### src/rtl/mem_arb_pkg.sv
// rtl/mem_arb_pkg.sv - shared types and output decode for the memory-port arbiter
package mem_arb_pkg;

  typedef enum logic [2:0] {
    IDLE    = 3'd0,
    GRANT   = 3'd1,
    LOAD    = 3'd2,
    ACCESS  = 3'd3,
    CAPTURE = 3'd4,
    DONE    = 3'd5,
    ERR     = 3'd6,
    RELEASE = 3'd7
  } arb_state_t;

  localparam logic OWN_IF    = 1'b0;
  localparam logic OWN_EX    = 1'b1;
  localparam logic DIR_READ  = 1'b1;
  localparam logic DIR_WRITE = 1'b0;

  typedef struct packed {
    logic if_gnt;
    logic ex_gnt;
    logic mar_load;
    logic mem_en;
    logic r_w;
    logic mdr_read_en;
    logic if_done;
    logic ex_done;
    logic bus_err;
  } arb_out_t;

  // Outputs are a pure function of (state, owner, dir) so they can be registered
  // together with the state they belong to.
  function automatic arb_out_t decode_outputs(input arb_state_t st, input logic owner,
                                              input logic dir);
    arb_out_t o;
    logic     gnt;
    logic     done;
    o             = '0;
    gnt           = (st != IDLE) && (st != RELEASE);
    done          = (st == DONE) || (st == ERR);
    o.if_gnt      = gnt && (owner == OWN_IF);
    o.ex_gnt      = gnt && (owner == OWN_EX);
    o.mar_load    = (st == LOAD);
    o.mem_en      = (st == ACCESS);
    o.r_w         = (st == ACCESS) && (dir == DIR_READ);
    o.mdr_read_en = (st == CAPTURE);
    o.if_done     = done && (owner == OWN_IF);
    o.ex_done     = done && (owner == OWN_EX);
    o.bus_err     = (st == ERR);
    return o;
  endfunction

endpackage

### src/rtl/mfc_watchdog.sv
// rtl/mfc_watchdog.sv - MFC timeout counter for the ACCESS phase
module mfc_watchdog #(
  parameter int TIMEOUT_CYCLES = 15,
  parameter int CNT_W          = 4
) (
  input  logic clk,
  input  logic reset,
  input  logic i_clear,
  input  logic i_enable,
  output logic o_timeout
);

  localparam logic [CNT_W-1:0] LAST = CNT_W'(TIMEOUT_CYCLES - 1);

  logic [CNT_W-1:0] r_count;

  // Saturates at LAST so a stalled FSM can never wrap the counter back to zero.
  always_ff @(posedge clk or posedge reset) begin
    if (reset) begin
      r_count <= '0;
    end else if (i_clear) begin
      r_count <= '0;
    end else if (i_enable && (r_count != LAST)) begin
      r_count <= r_count + 1'b1;
    end
  end

  assign o_timeout = (r_count == LAST);

endmodule

### src/rtl/mem_arbiter.sv
// rtl/mem_arbiter.sv - IF/EX memory-port arbiter and access sequencer
module mem_arbiter
  import mem_arb_pkg::*;
#(
  parameter int TIMEOUT_CYCLES = 15,
  parameter int CNT_W          = 4
) (
  input  logic clk,
  input  logic reset,
  input  logic ifReq,
  input  logic exReq,
  input  logic exRW,
  input  logic MFC,
  output logic ifGnt,
  output logic exGnt,
  output logic marLoad,
  output logic memEn,
  output logic R_W,
  output logic mdrReadEn,
  output logic ifDone,
  output logic exDone,
  output logic busErr
);

  arb_state_t r_state;
  logic       r_owner;
  logic       r_last_owner;
  logic       r_dir;
  arb_out_t   r_out;

  logic w_win_owner;
  logic w_win_dir;
  logic w_owner_req;
  logic w_wd_clear;
  logic w_wd_enable;
  logic w_timeout;

  // Tie goes to whoever was not granted last; single requester always wins.
  assign w_win_owner = (ifReq && exReq) ? ~r_last_owner : (ifReq ? OWN_IF : OWN_EX);
  assign w_win_dir   = (w_win_owner == OWN_IF) ? DIR_READ : exRW;
  assign w_owner_req = (r_owner == OWN_IF) ? ifReq : exReq;
  assign w_wd_clear  = (r_state == LOAD);
  assign w_wd_enable = (r_state == ACCESS) && !MFC;

  mfc_watchdog #(
    .TIMEOUT_CYCLES(TIMEOUT_CYCLES),
    .CNT_W         (CNT_W)
  ) u_watchdog (
    .clk      (clk),
    .reset    (reset),
    .i_clear  (w_wd_clear),
    .i_enable (w_wd_enable),
    .o_timeout(w_timeout)
  );

  always_ff @(posedge clk or posedge reset) begin
    if (reset) begin
      r_state      <= IDLE;
      r_owner      <= OWN_EX;
      r_last_owner <= OWN_EX;
      r_dir        <= DIR_WRITE;
      r_out        <= '0;
    end else begin
      case (r_state)
        IDLE: begin
          if (ifReq || exReq) begin
            r_state      <= GRANT;
            r_owner      <= w_win_owner;
            r_last_owner <= w_win_owner;
            r_dir        <= w_win_dir;
            r_out        <= decode_outputs(GRANT, w_win_owner, w_win_dir);
          end
        end
        GRANT: begin
          r_state <= LOAD;
          r_out   <= decode_outputs(LOAD, r_owner, r_dir);
        end
        LOAD: begin
          r_state <= ACCESS;
          r_out   <= decode_outputs(ACCESS, r_owner, r_dir);
        end
        ACCESS: begin
          // MFC takes priority over a timeout landing in the same cycle.
          if (MFC) begin
            if (r_dir == DIR_READ) begin
              r_state <= CAPTURE;
              r_out   <= decode_outputs(CAPTURE, r_owner, r_dir);
            end else begin
              r_state <= DONE;
              r_out   <= decode_outputs(DONE, r_owner, r_dir);
            end
          end else if (w_timeout) begin
            r_state <= ERR;
            r_out   <= decode_outputs(ERR, r_owner, r_dir);
          end
        end
        CAPTURE: begin
          r_state <= DONE;
          r_out   <= decode_outputs(DONE, r_owner, r_dir);
        end
        DONE, ERR: begin
          r_state <= RELEASE;
          r_out   <= decode_outputs(RELEASE, r_owner, r_dir);
        end
        RELEASE: begin
          if (!w_owner_req) begin
            r_state <= IDLE;
            r_out   <= decode_outputs(IDLE, r_owner, r_dir);
          end
        end
        default: begin
          r_state <= IDLE;
          r_out   <= '0;
        end
      endcase
    end
  end

  assign ifGnt     = r_out.if_gnt;
  assign exGnt     = r_out.ex_gnt;
  assign marLoad   = r_out.mar_load;
  assign memEn     = r_out.mem_en;
  assign R_W       = r_out.r_w;
  assign mdrReadEn = r_out.mdr_read_en;
  assign ifDone    = r_out.if_done;
  assign exDone    = r_out.ex_done;
  assign busErr    = r_out.bus_err;

endmodule

### config.mk
export PLATFORM = sky130hd
export DESIGN_NAME = mem_arbiter
export DESIGN_NICKNAME = d
export VERILOG_FILES = /design/src/rtl/mem_arb_pkg.sv /design/src/rtl/mfc_watchdog.sv /design/src/rtl/mem_arbiter.sv
export SDC_FILE = /design/constraint.sdc
export NUM_CORES = 1
export LEC_CHECK = 0
export CAP_MARGIN = 20
export CORE_ASPECT_RATIO = 1.1
export CORE_MARGIN = 2
export CORE_UTILIZATION = 40
export CTS_CLUSTER_SIZE = 28
export DETAILED_ROUTE_END_ITERATION = 6
export PLACE_DENSITY = 0.59
export SYNTH_ARGS = -nofsm -noshare
export SYNTH_HDL_FRONTEND = slang
export SYNTH_SLANG_ARGS = --single-unit
### constraint.sdc
create_clock -name clk -period 1.9 [get_ports clk]
set_input_delay 0.285 -clock clk [delete_from_list [all_inputs] [get_ports clk]]
set_output_delay 0.285 -clock clk [all_outputs]
set_load 0.02 [all_outputs]
## Word level (Yosys, flattened, before mapping)

Index checks and enable logic that the tools add are counted.

| cells by class | value |
|---|---|
| reductions and logical operators | 10 |
| bitwise logic cells | 2 |
| add/sub/neg operators | 1 |
| multiplexer cells | 18 |
| equality and inequality tests | 12 |

Operators with widths:

| kind | number |
|---|---|
| one-hot mux 9 bit (7 select lines) | 1 |
| 2-to-1 mux 9 bit | 4 |
| one-hot mux 3 bit (7 select lines) | 1 |
| equality test 3 bit (second input constant) | 4 |
| 2-to-1 mux 3 bit | 4 |
| 2-to-1 mux 4 bit | 3 |
| equality test 3 x 2 -> 1 bit (second input constant) | 2 |
| 2-to-1 mux 1 bit | 5 |
| adder 4 x 1 -> 4 bit (second input constant) | 1 |
| equality test 4 bit (second input constant) | 1 |
| inequality test 2 bit (second input constant) | 2 |
| inequality test 4 bit (second input constant) | 1 |
| equality test 3 x 1 -> 1 bit (second input constant) | 1 |
| logical AND 1 bit | 3 |
| logical NOT 3 bit | 1 |
| inequality test 3 x 2 -> 1 bit (second input constant) | 1 |
| AND reduction 3 bit | 1 |
| NOT 1 bit | 2 |
| AND reduction 2 bit | 1 |
| nonzero test 2 bit | 1 |
| OR reduction 2 bit | 1 |
| logical NOT 1 bit | 1 |
| logical OR 1 bit | 1 |

| storage, ports and cells | value |
|---|---|
| output and inout port bits | 9 |
| register bits | 18 |
| word-level logic and storage cells | 56 |
| input bits | 6 |

## Logic depth before layout (Yosys ltp)

| logic depth | value |
|---|---|
| word-level depth | 5 |
| mapped depth | 6 |
| gate-level depth less buffers | 6 |

## Cells and area by module

A second synthesis with hierarchy kept.

| unflattened totals | value |
|---|---|
| cell total of the unflattened synthesis | 96 |
| area, all modules | 997.2 um^2 |

Modules (own cells, without submodules):

| module | seq. area each (um^2) | times used | cells an instance | area each (um^2) |
|---|---|---|---|---|
| mem_arbiter | 351.6 | 1 | 73 | 782.0 |
| mfc_watchdog | 100.1 | 1 | 23 | 215.2 |

## Worst setup path after synthesis

Ideal clock, no wire load.

| timing path | value |
|---|---|
| path type | register to register |
| start point | register r_last_owner (netlist name) |
| end point | register r_out (netlist bit exDone) |
| period minus slack after synthesis | 1,669 ps |
| data required time | 1,775 ps |
| path buffers | 1 |
| stages on the path, launching flop included | 6 |
| library setup time | 125 ps |
| slack | 231 ps |
| arrival | 1,544 ps |
| cell sequence | dfstp_2 > buf_2 > mux2i_1 > o2bb2ai_2 > a21oi_4 > mux2_4 |

RTL lines:

| what | line | text |
|---|---|---|
| to (signal assigned) | mem_arbiter.sv:71 | `r_out <= decode_outputs(GRANT, w_win_owner, w_win_dir);` |
| to (signal assigned) | mem_arbiter.sv:76 | `r_out <= decode_outputs(LOAD, r_owner, r_dir);` |
| to (signal assigned) | mem_arbiter.sv:80 | `r_out <= decode_outputs(ACCESS, r_owner, r_dir);` |
| to (decl) | mem_arbiter.sv:29 | `arb_out_t r_out;` |

## Worst setup path in the final report

| timing path | value |
|---|---|
| start point | register u_watchdog.r_count[0] |
| end point | register r_out (netlist bit exDone) |

| on the way | value |
|---|---|
| word-level cells in the longest chain between the ends | 3 |

Ends and longest elaborated chain:

| what | line | text |
|---|---|---|
| from (decl) | mfc_watchdog.sv:15 | `logic [CNT_W-1:0] r_count;` |
| from (signal assigned) | mfc_watchdog.sv:24 | `r_count <= r_count + 1'b1;` |
| equality test 4 bit | mfc_watchdog.sv:28 | `assign o_timeout = (r_count == LAST);` |
| inequality test 3 x 2 -> 1 bit (no line) | n/a |  |
| AND reduction 3 bit (no line) | n/a |  |

No other way between the ends.
A chain may end at the register's enable or synchronous reset.

==> flow_summary_export.csv <==
group,metric,value,unit
status,outcome,"finished, final reports clean",
place,total_of_buffers_placed_on_input_and_output_ports,14,
die,start_util,41.6,%
grt,gr_ovfl_total,0,
drt,routed-via-count,801,
logic_synthesis,ys_types,38,
logic_synthesis,synth-edff-count,0,
grt,groute.usage.overall,15.4,%
critical_path,cpMaxStageDelayCell,"sky130_fd_sc_hd__dfrtp_1",
logic_synthesis,synth.cell_area,1020,µm²
sta,transition_time_of_the_tightest_slew_check_pin,0.352,ns
critical_path,timing.reg2reg.worst_path_depth,6,
finish,layout.cells.most_common_list,"17 x sky130_fd_sc_hd__dfrtp_1, 14 x sky130_fd_sc_hd__clkdlybuf4s50_1, 11 x sky130_fd_sc_hd__nor2_1",
clock_network,clock_tree_from_tritoncts,"yes",
clock_network,clockRootBuffer,"sky130_fd_sc_hd__clkbuf_4",
grt,grt_start_max_net_pins,19,
grt,antenna_found_initial,0,
logic_synthesis,yosys_synthesis_warning_count,0,
power,vdd.ir_drop.worst,0.000888,V
sta,timing.max_slew.rel_slack,76.5,%
critical_path,crit-reg2reg-launch,"u_watchdog.r_count[0]",
grt,first_global_vias,749,
sta,clock.fmax,563,MHz
logic_synthesis,synth_area_leaders,"sky130_fd_sc_hd__dfrtp_1 42%, sky130_fd_sc_hd__mux2_4 5.9%, sky130_fd_sc_hd__o21ai_0 4.9%, sky130_fd_sc_hd__nor2_1 4.1%, sky130_fd_sc_hd__inv_1 3.3%",
drt,route.antenna.remaining_nets,0,
drt,detailedRoute.firstPassIterationCount,4,
drt,routed_via_density,5.27,
sta,grt_setup_unrepaired,"false",
die,die_w,52.1,µm
die,core_region_area,2450,µm²
drt,wl_per_cell,12.7,µm
sta,setup_viol,0,
clock_network,numCtsBuffers,3,
clock_network,clockBufferDepth,2,
logic_synthesis,post-synth-top-area-cell,"sky130_fd_sc_hd__dfrtp_1",
power,power_density,1640,nW/µm²
finish,antenna_cells,0,
clock_network,postCtsResizedCells,0,
die,placementRows,19,
sta,postLayoutSetupSlackWorst,0.123,ns
die,die_h,56.9,µm
logic_synthesis,syn-instance-count,103,
sta,layout_min_cycle_time,1.78,ns
logic_synthesis,synthesis.area_per_instance,9.89,µm²
critical_path,critical_path.top_delay_family,"compound AO/OA/AOI/OAI gates",
finish,area_growth,20.0,%
logic_synthesis,synth.yosys.seq_area_share,44.3,%
finish,layout.filler_cells,232,
finish,final_util,49.9,%
logic_synthesis,synth.net_count,111,
die,design.portCount,15,
worst_hold_path,hold_path_class,"in2async",
power,leakagePower,0.547,nW
critical_path,slowest_delay,0.42,ns
logic_synthesis,async_reset_ff_share,100,%
clock_network,post-cts-setup-buffers,0,
critical_path,timing.critical_path.from_type,"flop",
finish,final_layout_size_suffix_gt1_share,17.4,%
critical_path,timing.critical_path.arrival,1.95,ns
logic_synthesis,yosys_register_bits,18,
place,place_ws,0.103,ns
clock_network,clock_latency,0.29,ns
sta,maxSlewViolCount,0,
drt,drc,0,
clock_network,cts.sink_count,18,
sta,finalCritPeriodShare,93.5,%
clock_network,post_cts_hold_buffer_count,0,
logic_synthesis,ys_dominant_reg_cell,"sky130_fd_sc_hd__dfrtp_1",
critical_path,worst_r2r_endpoint,"exDone",
logic_synthesis,post-synth-top-area-fraction,41.8,%
place,detailed_place_hpwl,1480,µm
finish,finalNetCount,130,
critical_path,critical_path.max_fanout,7,
clock_network,h-tree-depth,1,
sta,clock_tree_skew_after_final_layout,0.00510,ns
grt,grt_first_pass_wirelength,3410,µm
drt,drt-total-wl,1930,µm
clock_network,clk_transition_reported_paths,0.10,ns
sta,final-hold-violation-count,0,
critical_path,cp_cell_sequence,"inv_1, ha_1, a31o_2, nor2_2, a21oi_4, mux2_4",
job,max_cap_violation_count,0,
finish,final_common_cell,"sky130_fd_sc_hd__dfrtp_1",
critical_path,cp_bufs_invs,1,
die,design.die.area,2970,µm²
critical_path,endpoint_kind,"flop",
critical_path,critPathKind,"reg2reg",
sta,timing.setup.tns,0,ns
critical_path,worstPathRequired,2.08,ns
place,final_wtd_congestion,0.826,
critical_path,ff2ff_setup_slack,0.12,ns
drt,dr.first_iter.drc_count,15,
synthesized netlist by cell type, types with 2 or more instances:
cell                       instances
sky130_fd_sc_hd__nand3b_1          2
sky130_fd_sc_hd__dfrtp_1          17
sky130_fd_sc_hd__ha_1              2
sky130_fd_sc_hd__nor2_1           11
sky130_fd_sc_hd__nand3_1           5
sky130_fd_sc_hd__inv_1             9
sky130_fd_sc_hd__a31oi_1           4
sky130_fd_sc_hd__buf_6             2
sky130_fd_sc_hd__o21a_1            2
sky130_fd_sc_hd__o21ai_0          10
sky130_fd_sc_hd__a32oi_1           2
sky130_fd_sc_hd__a21oi_1           2
sky130_fd_sc_hd__nand2_1           7
sky130_fd_sc_hd__mux2_4            4
stage by stage:
step	total power, mW	instances	cell area (µm²)	hold WS [ns]
2_1_floorplan	1.53	103	1020	0.223
3_3_place_gp	1.80	148	1200	0.479
3_5_place_dp	1.82	148	1200	0.481
4_1_cts	2.02	152	1220	0.313
5_1_grt	2.17	152	1220	0.317
6_report	2.00	152	1220	0.306
worst min-delay path: cells and delay by family:
family,cells,cell delay [ns]
buffers and inverters,3,0.69
power breakdown:
group          leakage [nW]  internal, mW  switching [mW]
clock                0.0150        0.0815           0.112
combinational         0.308         0.522           0.498
sequential            0.224         0.563           0.222
total                 0.547          1.17           0.833
per-layer routing:
layer  track usage [%]  part of all wire (%)
met1              19.9                    49
met2              24.4                    48
met3              3.19                   2.2
met4              6.77                  0.67
met5                 0                     0
logic make-up (layout without fill, tap and decap cells):
| family | after synthesis | count (layout) | synth area share (%) |
|---|---|---|---|
| simple gates | 33 | 33 | 16.8 |
| compound gates | 30 | 30 | 21.5 |
| flops | 18 | 18 | 44.3 |
| buf+inv | 14 | 32 | 7.12 |
| mux | 5 | 5 | 6.88 |
| fa+ha+maj | 2 | 2 | 2.46 |
| xor+xnor | 1 | 1 | 0.860 |
final cells by class:
cell class	count	area, µm²	area share, %
Multi-Input combinational cell	71	494	40.4
Sequential cell	18	452	36.9
Timing Repair Buffer	19	178	14.5
Tap cell	31	38.8	3.17
Inverter	9	33.8	2.76
Clock buffer	4	26.3	2.15
worst max path at each step:
stage | startpoint | end | slack [ns] | cells past startpoint
after detailed placement | ifReq | exDone | 0.10 | 5
final | u_watchdog.r_count[0] | exDone | 0.12 | 6
after CTS | u_watchdog.r_count[0] | exDone | 0.12 | 6
after floorplan | r_last_owner | exDone | 0.23 | 5
after global placement | MFC | exGnt | 0.14 | 5
after global routing | u_watchdog.r_count[0] | exDone | 0.01 | 6
state kept, by name, indices dropped and copies added, names as in the netlist:
name / count
R_W: 1
busErr: 1
exDone: 1
exGnt: 1
ifDone: 1
ifGnt: 1
marLoad: 1
mdrReadEn: 1
memEn: 1
r_dir: 1
r_last_owner: 1
r_state: 3
u_watchdog.r_count: 4
No activity file was read; power rests on OpenSTA's default activity.
